[src/rtl/axi_4_req_arbiter.sv]
// Two-requester round-robin arbiter and burst beat sequencer
// in front of the AXI4 slave controller.
module axi_4_req_arbiter #(
   parameter int LEN_W = 8
) (
   input  logic             clk,
   input  logic             reset,
   input  logic             req0_ld,
   input  logic             req0_st,
   input  logic [LEN_W-1:0] req0_len,
   input  logic             req1_ld,
   input  logic             req1_st,
   input  logic [LEN_W-1:0] req1_len,
   output logic             gnt0,
   output logic             gnt1,
   output logic             done0,
   output logic             done1,
   output logic             ld_req,
   output logic             st_req,
   input  logic             s_rvalid,
   input  logic             m_rready,
   input  logic             data_stored,
   input  logic             s_bvalid,
   input  logic             m_bready,
   output logic             s_rlast,
   output logic             wlast_done,
   output logic [LEN_W-1:0] beat_cnt,
   output logic             busy
);

   typedef enum logic [1:0] {
      ARB_IDLE,
      ARB_READ,
      ARB_WRITE
   } arb_state_e;

   arb_state_e       state_q, state_d;
   logic             owner_q, owner_d;
   logic             last_gnt_q, last_gnt_d;
   logic [LEN_W-1:0] len_q, len_d;
   logic [LEN_W-1:0] beat_q, beat_d;
   logic             done0_q, done0_d;
   logic             done1_q, done1_d;

   logic elig0, elig1, win1, win_ld;
   logic at_last, rd_hs, wr_rsp;

   assign elig0   = req0_ld | req0_st;
   assign elig1   = req1_ld | req1_st;
   // last_gnt_q names the requester served last; the other one wins a tie
   assign win1    = elig1 & (~elig0 | ~last_gnt_q);
   assign win_ld  = win1 ? req1_ld : req0_ld;
   assign at_last = (beat_q == len_q);
   assign rd_hs   = s_rvalid & m_rready;
   assign wr_rsp  = s_bvalid & m_bready;

   always_ff @(posedge clk or negedge reset) begin
      if (!reset) begin
         state_q    <= ARB_IDLE;
         owner_q    <= 1'b0;
         last_gnt_q <= 1'b1;
         len_q      <= '0;
         beat_q     <= '0;
         done0_q    <= 1'b0;
         done1_q    <= 1'b0;
      end else begin
         state_q    <= state_d;
         owner_q    <= owner_d;
         last_gnt_q <= last_gnt_d;
         len_q      <= len_d;
         beat_q     <= beat_d;
         done0_q    <= done0_d;
         done1_q    <= done1_d;
      end
   end

   always_comb begin
      state_d    = state_q;
      owner_d    = owner_q;
      last_gnt_d = last_gnt_q;
      len_d      = len_q;
      beat_d     = beat_q;
      done0_d    = 1'b0;
      done1_d    = 1'b0;
      unique case (state_q)
         ARB_IDLE: begin
            if (elig0 | elig1) begin
               owner_d    = win1;
               last_gnt_d = win1;
               len_d      = win1 ? req1_len : req0_len;
               beat_d     = '0;
               state_d    = win_ld ? ARB_READ : ARB_WRITE;
            end
         end
         ARB_READ: begin
            if (rd_hs) begin
               if (!at_last) begin
                  beat_d = beat_q + LEN_W'(1);
               end else begin
                  state_d = ARB_IDLE;
                  done0_d = ~owner_q;
                  done1_d = owner_q;
               end
            end
         end
         ARB_WRITE: begin
            // count saturates so late beats keep wlast_done asserted
            if (data_stored && !at_last) begin
               beat_d = beat_q + LEN_W'(1);
            end
            if (wr_rsp) begin
               state_d = ARB_IDLE;
               done0_d = ~owner_q;
               done1_d = owner_q;
            end
         end
         default: begin
            state_d = ARB_IDLE;
         end
      endcase
   end

   assign busy       = (state_q != ARB_IDLE);
   assign gnt0       = busy & ~owner_q;
   assign gnt1       = busy & owner_q;
   assign ld_req     = (state_q == ARB_READ);
   assign st_req     = (state_q == ARB_WRITE);
   assign s_rlast    = ld_req & at_last;
   assign wlast_done = st_req & at_last;
   assign beat_cnt   = beat_q;
   assign done0      = done0_q;
   assign done1      = done1_q;

endmodule

[config.mk]
export PLATFORM = sky130hd
export DESIGN_NAME = axi_4_req_arbiter
export DESIGN_NICKNAME = d
export VERILOG_FILES = /design/src/rtl/axi_4_req_arbiter.sv
export SDC_FILE = /design/constraint.sdc
export NUM_CORES = 1
export LEC_CHECK = 0
export CAP_MARGIN = 20
export CORE_MARGIN = 4
export CORE_UTILIZATION = 45
export CTS_CLUSTER_DIAMETER = 30
export DETAILED_ROUTE_END_ITERATION = 8
export DONT_BUFFER_PORTS = 1
export SLEW_MARGIN = 15
export SYNTH_ARGS = -nofsm -noshare
export SYNTH_HDL_FRONTEND = slang
export SYNTH_SLANG_ARGS = --single-unit
[constraint.sdc]
create_clock -name clk -period 4.9 [get_ports clk]
set_input_delay 0.245 -clock clk [delete_from_list [all_inputs] [get_ports clk]]
set_output_delay 0.245 -clock clk [all_outputs]
set_load 0.01 [all_outputs]
* Word level (Yosys, flattened, before mapping)
Cells that the tools add are included.
Storage, ports and cells: register bits 22, input port bits 27, output and inout bits 17, word-level logic and storage cells 60
Operators by class: add/subtract/negate cells 1, equal/unequal tests 9, muxes and demuxes 21, bitwise gates (word level) 14, reductions and logical operators 8
Operators with widths (number):
- $mux W8 | 5
- $pmux W8 S3 | 1
- $mux W2 | 5
- $add A8 B1 Y8 const B | 1
- $eq A8 B8 Y1 | 1
- $ne A2 B1 Y1 const B | 4
- $and A1 B1 Y1 | 7
- $mux W1 | 7
- $pmux W2 S3 | 1
- $reduce_and A5 Y1 | 1
- $ne A2 B2 Y1 const B | 2
- $or A1 B1 Y1 | 4
- $pmux W1 S2 | 2
- $reduce_and A4 Y1 | 1
- $not A1 Y1 | 3
- $reduce_bool A3 Y1 | 1
- $eq A2 B1 Y1 const B | 1
- $eq A2 B2 Y1 const B | 1
- $logic_not A2 Y1 | 1
- $reduce_and A2 Y1 | 1
- $reduce_bool A2 Y1 | 1
- $logic_and A1 B1 Y1 | 1
- $logic_not A1 Y1 | 1

* Logic depth before layout (Yosys ltp)
Gate-level depths: netlist of the first run.
word-level depth 8, gate-level depth with buffers 7, mapped depth without buffers 6

* Least setup slack after synthesis of the first run
Ideal clock, no wire load.
kind register to register, start register beat_q[7], in the netlist beat_cnt[7], end register state_q[1], setup time 0.128 ns, arrival 1.779 ns, path slack 2.993 ns, stages on the path, launching flop included 6, buffers on the path 0, period minus slack after synthesis 1.907 ns, cells stage by stage dfrtp_1 xor2_1 nor4_2 nand3_1 a221o_1 mux2_1
On the way: longest elaborated chain between the ends 3
Ends and longest elaborated chain:
- start: declaration | RTL line 41 | logic [LEN_W-1:0] beat_q, beat_d;
- start signal: assignment | RTL line 71 | beat_q <= beat_d;
- $eq A8 B8 Y1 | RTL line 53 | assign at_last = (beat_q == len_q);
- $ne A2 B1 Y1 (no line)
- $reduce_and A4 Y1 (no line)
- end signal: assignment | RTL line 67 | state_q <= state_d;
- end: declaration | RTL line 37 | arb_state_e state_q, state_d;
Every way passes these cells. A chain may end at the register's enable or synchronous reset.

* Worst setup path in the final report of the first run
start register state_q[0], end register beat_q[3], in the netlist beat_cnt[3]
On the way: longest elaborated chain between the ends 3, elaborated cells between the ends (all ways) 10, those cells by class 6 x eq/ne; 1 x mux; 3 x reduce/logical
Ends and longest elaborated chain:
- $eq A2 B2 Y1, or another cell as far along | RTL line 85 | unique case (state_q)
- $ne A2 B1 Y1 (no line), or another cell as far along
- $reduce_and A5 Y1 (no line)
Several ways; a longest one is shown, not always the timed one.

==> results of run 1 <==
-- path summary, 6_finish.rpt --
check / start / endpoint / slack [ns]
worst max-delay path: state_q[0]$_DFFE_PN0P_ / beat_cnt[3]$_DFFE_PN0P_ / 2.55
worst min-delay path: req1_len[3] / len_q[3]$_DFFE_PN0P_ / 0.13
worst max register to register: state_q[0]$_DFFE_PN0P_ / beat_cnt[3]$_DFFE_PN0P_ / 2.55
worst min register to register: last_gnt_q$_DFFE_PN1P_ / last_gnt_q$_DFFE_PN1P_ / 0.49
max in group asynchronous: reset / last_gnt_q$_DFFE_PN1P_ / 4.12
min in group asynchronous: reset / beat_cnt[5]$_DFFE_PN0P_ / 0.25
-- state kept, by name, summed over array words and instances, names as in the netlist --
signal / count
len_q: 8
done0: 1
done1: 1
owner_q: 1
state_q: 2
beat_cnt: 8
last_gnt_q: 1
-- kinds of logic (layout without fill, tap and decap cells) --
group | count (synthesis) | after routing | share of synthesized area, %
AND/OR/NAND/NOR | 42 | 42 | 16.9
XOR/XNOR | 8 | 8 | 5.35
multiplexers | 12 | 12 | 9.26
buffers and inverters | 13 | 15 | 3.72
adder cells (fa/ha/maj) | 4 | 4 | 3.82
AO/OA/AOI/OAI | 35 | 35 | 18.8
flip-flops | 22 | 22 | 42.1
-- power by group through the flow --
stage / clock, mW / combinational [mW] / sequential (mW)
floorplan: 0 / 0.345 / 0.306
global route: 0.101 / 0.459 / 0.330
finish: 0.0832 / 0.410 / 0.320
CTS: 0.0899 / 0.413 / 0.321
detailed placement: 0 / 0.407 / 0.325
global placement: 0 / 0.402 / 0.322
-- area by class of cell --
type | instances | area, um2 | share of cell area (%)
multi-input cells | 101 | 709 | 51.4
clock buffers | 4 | 26.3 | 1.90
inverters | 9 | 33.8 | 2.45
well taps | 31 | 38.8 | 2.81
flip-flops and latches | 22 | 552 | 39.9
repair buffers | 2 | 21.3 | 1.54
-- cell usage in the layout, fill, tap and decap left out, drive strengths merged, types with 6 or more instances in the layout --
cell type   n
inv         9
nor2        6
nand2      17
dfrtp      21
o21ai      12
mux2i      11
xor2        8
o211ai      8
-- worst max-delay path, stage by stage, from the launching register on --
cell and delay, ns:
dfrtp_1 0.37, inv_1 0.08, ha_1 0.49, nor2_1 0.09, a221oi_1 0.70, o221ai_1 0.27
a32o_1 0.26
-- routing by layer --
layer / track usage [%] / vias to the layer above
li1: - / 497
met1: 19.8 / 486
met2: 25.1 / 25
met3: 2.89 / 2
met4: 6.36 / 0
met5: 0 / -
==> flow_metrics.py, run 1 <==
metrics = {
    "global_routing": {
        "grt.total_usage_pct": 15.4,
        "grt_max_degree": 23,
        "grt_pass1_vias": 990,
        "antenna_found_initial": 0,
        "gr-total-overflow": 0,
        "grt_pass1_wl_um": 4390,
    },
    "detailed_routing": {
        "drcViolationCount": 0,
        "dr_wl_met2_um": 1370,
        "dr_total_vias": 1010,
        "antenna_left": 0,
        "drt_wl_total_um": 2710,
        "viasPerCell": 5.98,
        "dr_wl_met3_um": 117,
        "wl_met1_um": 1200,
        "first_pass_iters": 4,
        "highest_layer": "met4",
        "detail_route.wl_per_cell_um": 16.0,
        "drtIter0Drc": 32,
    },
    "synthesis": {
        "synthFlopType": "dfrtp_1",
        "syn_area_per_cell_um2": 9.63,
        "seq_area_frac_synth_pct": 42.1,
        "post-synth-top-area-cell": "dfrtp_1",
        "ys_warn_count": 0,
        "synth_common_cells": "dfrtp_1, nand2_1, mux2i_1, o21ai_0, inv_1",
        "synth-edff-count": 0,
        "synthCells": 136,
        "synth_nets": 167,
        "synth_cell_types": 34,
        "synthArstFlopShare_pct": 100,
        "ys_ff_latch": 22,
        "yosysTopAreaCellShare_pct": 40.1,
        "synthTopCellsByArea": "dfrtp_1, mux2i_1, xor2_1, nand2_1, o211ai_1",
        "syn_area_mm2": 0.00131,
        "synth_most_common_cell": "dfrtp_1",
    },
    "sta": {
        "setup_tns_ns": 0,
        "worst_pin_slew_ns": 0.977,
        "final-setup-viol-count": 0,
        "fin_skew_ns": 0.00966,
        "fin_crit_sh_pct": 48.0,
        "period_needed_ns": 2.35,
        "fmax_mhz": 425,
        "relSlewSlack_pct": 34.5,
        "grt_setup_unrepaired": "false",
        "drv_slew": 0,
        "finalHoldViolCount": 0,
        "timing.hold.ws_ns": 0.133,
        "setup_slack_ns": 2.55,
    },
    "clock_network": {
        "cts_made_buffers": 3,
        "cts_resized": 0,
        "clock-sinks": 22,
        "cts_setup_buffers": 0,
        "clk_pin_slew_ns": 0.12,
        "h-tree-depth": 1,
        "clk_latency_ns": 0.30,
        "postCtsHoldBufs": 1,
        "clock_path_buffers": 2,
        "ctsRootBufferMaster": "clkbuf_4",
        "cts_tree": "yes",
    },
    "finish": {
        "syn_to_final_growth_pct": 5.44,
        "diodes": 0,
        "instances_no_fill": 169,
        "drive_gt1_share_pct": 6.52,
        "utilization_pct": 50.1,
        "final_area_mm2": 0.00138,
        "n_fill_cell": 260,
        "final_nets": 170,
    },
    "power": {
        "power_frac_seq_pct": 39.4,
        "power_mw": 0.813,
        "pwr-share-clk_pct": 10.2,
        "swShare_pct": 46.3,
        "leakagePower_nw": 0.633,
        "pwr_density_cell_mw_per_mm2": 589,
        "power.internal_mw": 0.437,
        "vdd_drop_max_mv": 0.286,
        "power_frac_comb_pct": 50.4,
        "p_sw_mw": 0.376,
    },
    "critical_path": {
        "crit_arrival_ns": 2.56,
        "cp-end-kind": "flip-flop",
        "start_kind": "flip-flop",
        "critPathKind": "reg2reg",
        "critPathMaxFanout": 11,
        "reg2reg_depth": 6,
        "crit_required_ns": 5.10,
    },
    "floorplan": {
        "core_area_mm2": 0.00276,
        "row_count": 19,
        "die_height_um": 62.0,
        "die-area_mm2": 0.00384,
        "io_pins": 44,
        "initial_core_util_pct": 47.5,
        "die_w_um": 62.0,
    },
    "run": {
        "maxCapViolations": 0,
    },
    "placement": {
        "place_congestion": 0.826,
        "place_area_mm2": 0.00133,
        "dpl.cell_count": 163,
        "preCtsSetupSlack_ns": 2.60,
        "dp_hpwl_um": 2130,
        "io_buffer_count": 0,
    },
    "worst_hold_path": {
        "whs_path_depth": 2,
        "hp-class": "in2reg",
    },
    "run_status": {
        "status": "completed",
    },
}
No activity file was read; power rests on OpenSTA's default activity.
==> run 2, diff against run 1 <==
- clock period: 4.9 -> 2.1 ns (I/O delays scaled with it)
==> flow_metrics.py, run 2 (synthesized netlist as in run 1, its figures left out) <==
metrics = {
    "run_status": {
        "status": "completed",
    },
    "global_routing": {
        "antenna_found_initial": 0,
        "grt_max_degree": 23,
        "grt_pass1_wl_um": 5070,
        "grt.total_usage_pct": 18.1,
        "grt_pass1_vias": 1081,
        "gr-total-overflow": 0,
    },
    "floorplan": {
        "core_area_mm2": 0.00276,
        "row_count": 19,
        "initial_core_util_pct": 47.5,
        "die_height_um": 62.0,
        "die_w_um": 62.0,
        "io_pins": 44,
        "die-area_mm2": 0.00384,
    },
    "finish": {
        "drive_gt1_share_pct": 14.6,
        "diodes": 0,
        "syn_to_final_growth_pct": 24.9,
        "instances_no_fill": 195,
        "final_common_cell": "dfrtp_1",
        "final_nets": 196,
        "mostFrequentLayoutCells": "dfrtp_1, nand2_1, buf_4",
        "n_fill_cell": 242,
    },
    "clock_network": {
        "clock-sinks": 22,
        "cts_made_buffers": 3,
        "clock_path_buffers": 2,
        "cts_setup_buffers": 0,
        "h-tree-depth": 1,
        "clk_latency_ns": 0.31,
        "ctsRootBufferMaster": "clkbuf_4",
        "cts_tree": "yes",
        "clk_pin_slew_ns": 0.12,
    },
    "sta": {
        "fmax_mhz": 519,
        "setup_tns_ns": 0,
        "drv_slew": 0,
        "worst_pin_slew_ns": 0.578,
        "grt_setup_unrepaired": "false",
        "relSlewSlack_pct": 61.4,
        "fin_skew_ns": 0.00192,
        "fin_crit_sh_pct": 91.7,
        "finalHoldViolCount": 0,
        "period_needed_ns": 1.93,
        "final-setup-viol-count": 0,
    },
    "critical_path": {
        "critPathMaxFanout": 10,
        "max_stage_delay_ns": 0.57,
        "start_kind": "flip-flop",
        "cp-end-kind": "flip-flop",
        "critPathKind": "reg2reg",
        "crit_arrival_ns": 2.11,
        "crit_top_cell": "o21ai_0",
        "crit_chain": "o21ai_0, o21ai_1, buf_4, mux2i_1, dlygate4sd3_1, o21ai_0",
        "path_buf_inv": 2,
        "critPathTopFamily": "buffers and inverters",
        "slowest_stage": "dlygate4sd3_1",
        "crit_required_ns": 2.28,
    },
    "detailed_routing": {
        "drt_wl_total_um": 3170,
        "dr_total_vias": 1093,
        "first_pass_iters": 4,
        "antenna_left": 0,
        "viasPerCell": 5.61,
        "drtIter0Drc": 69,
        "detail_route.wl_per_cell_um": 16.3,
        "drcViolationCount": 0,
    },
    "placement": {
        "dp_hpwl_um": 2390,
        "dpl.cell_count": 177,
        "place_congestion": 0.836,
        "io_buffer_count": 0,
    },
    "power": {
        "pwr_density_cell_mw_per_mm2": 1360,
        "leakagePower_nw": 0.769,
        "vdd_drop_max_mv": 0.970,
    },
    "worst_hold_path": {
        "hp-class": "in2reg",
    },
    "run": {
        "maxCapViolations": 0,
    },
}
## run 2: power by group
group          switching [mW]  leakage (nW)  internal, mW
Sequential              0.122         0.283         0.582
Combinational           0.682         0.459         0.508
Clock                   0.132        0.0279         0.193
Total                   0.937         0.769          1.28
## run 2: area by class of cell
class / instances / area [um2] / area share [%]
clock buffers: 3 / 22.5 / 1.38
clock inverters: 1 / 30.0 / 1.83
inverters: 9 / 33.8 / 2.06
multi-input cells: 101 / 709 / 43.3
flip-flops and latches: 22 / 552 / 33.7
well taps: 31 / 38.8 / 2.37
repair buffers: 28 / 250 / 15.3
## run 2: final timing paths
| check | slack (ns) | to | startpoint | cells after the start |
|---|---|---|---|---|
| setup reg to reg | 0.17 | len_q[7]$_DFFE_PN0P_ | last_gnt_q$_DFFE_PN1P_ | 6 |
| min in group asynchronous | 0.10 | beat_cnt[6]$_DFFE_PN0P_ | reset | 1 |
| setup / recovery | 0.17 | len_q[7]$_DFFE_PN0P_ | last_gnt_q$_DFFE_PN1P_ | 6 |
| hold reg to reg | 0.49 | last_gnt_q$_DFFE_PN1P_ | last_gnt_q$_DFFE_PN1P_ | 2 |
| max in group asynchronous | 1.52 | last_gnt_q$_DFFE_PN1P_ | reset | 2 |
| hold / removal | 0.01 | len_q[0]$_DFFE_PN0P_ | req1_len[0] | 2 |
## run 2: repair_timing
item / 4_1_cts / 5_1_grt
hold endpoints to repair: 28 / 0
gates resized for setup: 0 / 0
hold buffers: 13 / 0
setup endpoints to repair: 0 / 0
## run 2: per-stage QoR
| stage | worst slack, ns | utilization, % | instance area (um2) | hold WS [ns] | total power [mW] |
|---|---|---|---|---|---|
| floorplan | 0.193 | - | 1310 | -0.191 | 1.52 |
| global placement | 0.254 | 52.2 | 1440 | -0.190 | 1.81 |
| detailed placement | 0.219 | 52.2 | 1440 | -0.190 | 1.85 |
| CTS | 0.190 | 58.8 | 1620 | 0.00726 | 2.23 |
| global route | 0.0937 | 59.3 | 1640 | 0.00744 | 2.42 |
| finish | 0.174 | 59.3 | 1640 | 0.0140 | 2.22 |
## run 2: layer usage
layer	track usage, %	wire (um)	vias to the layer above
li1	-	-	550
met1	22.7	1340	501
met2	30.6	1620	38
met3	3.31	164	4
met4	7.27	48	0
met5	0	0	-
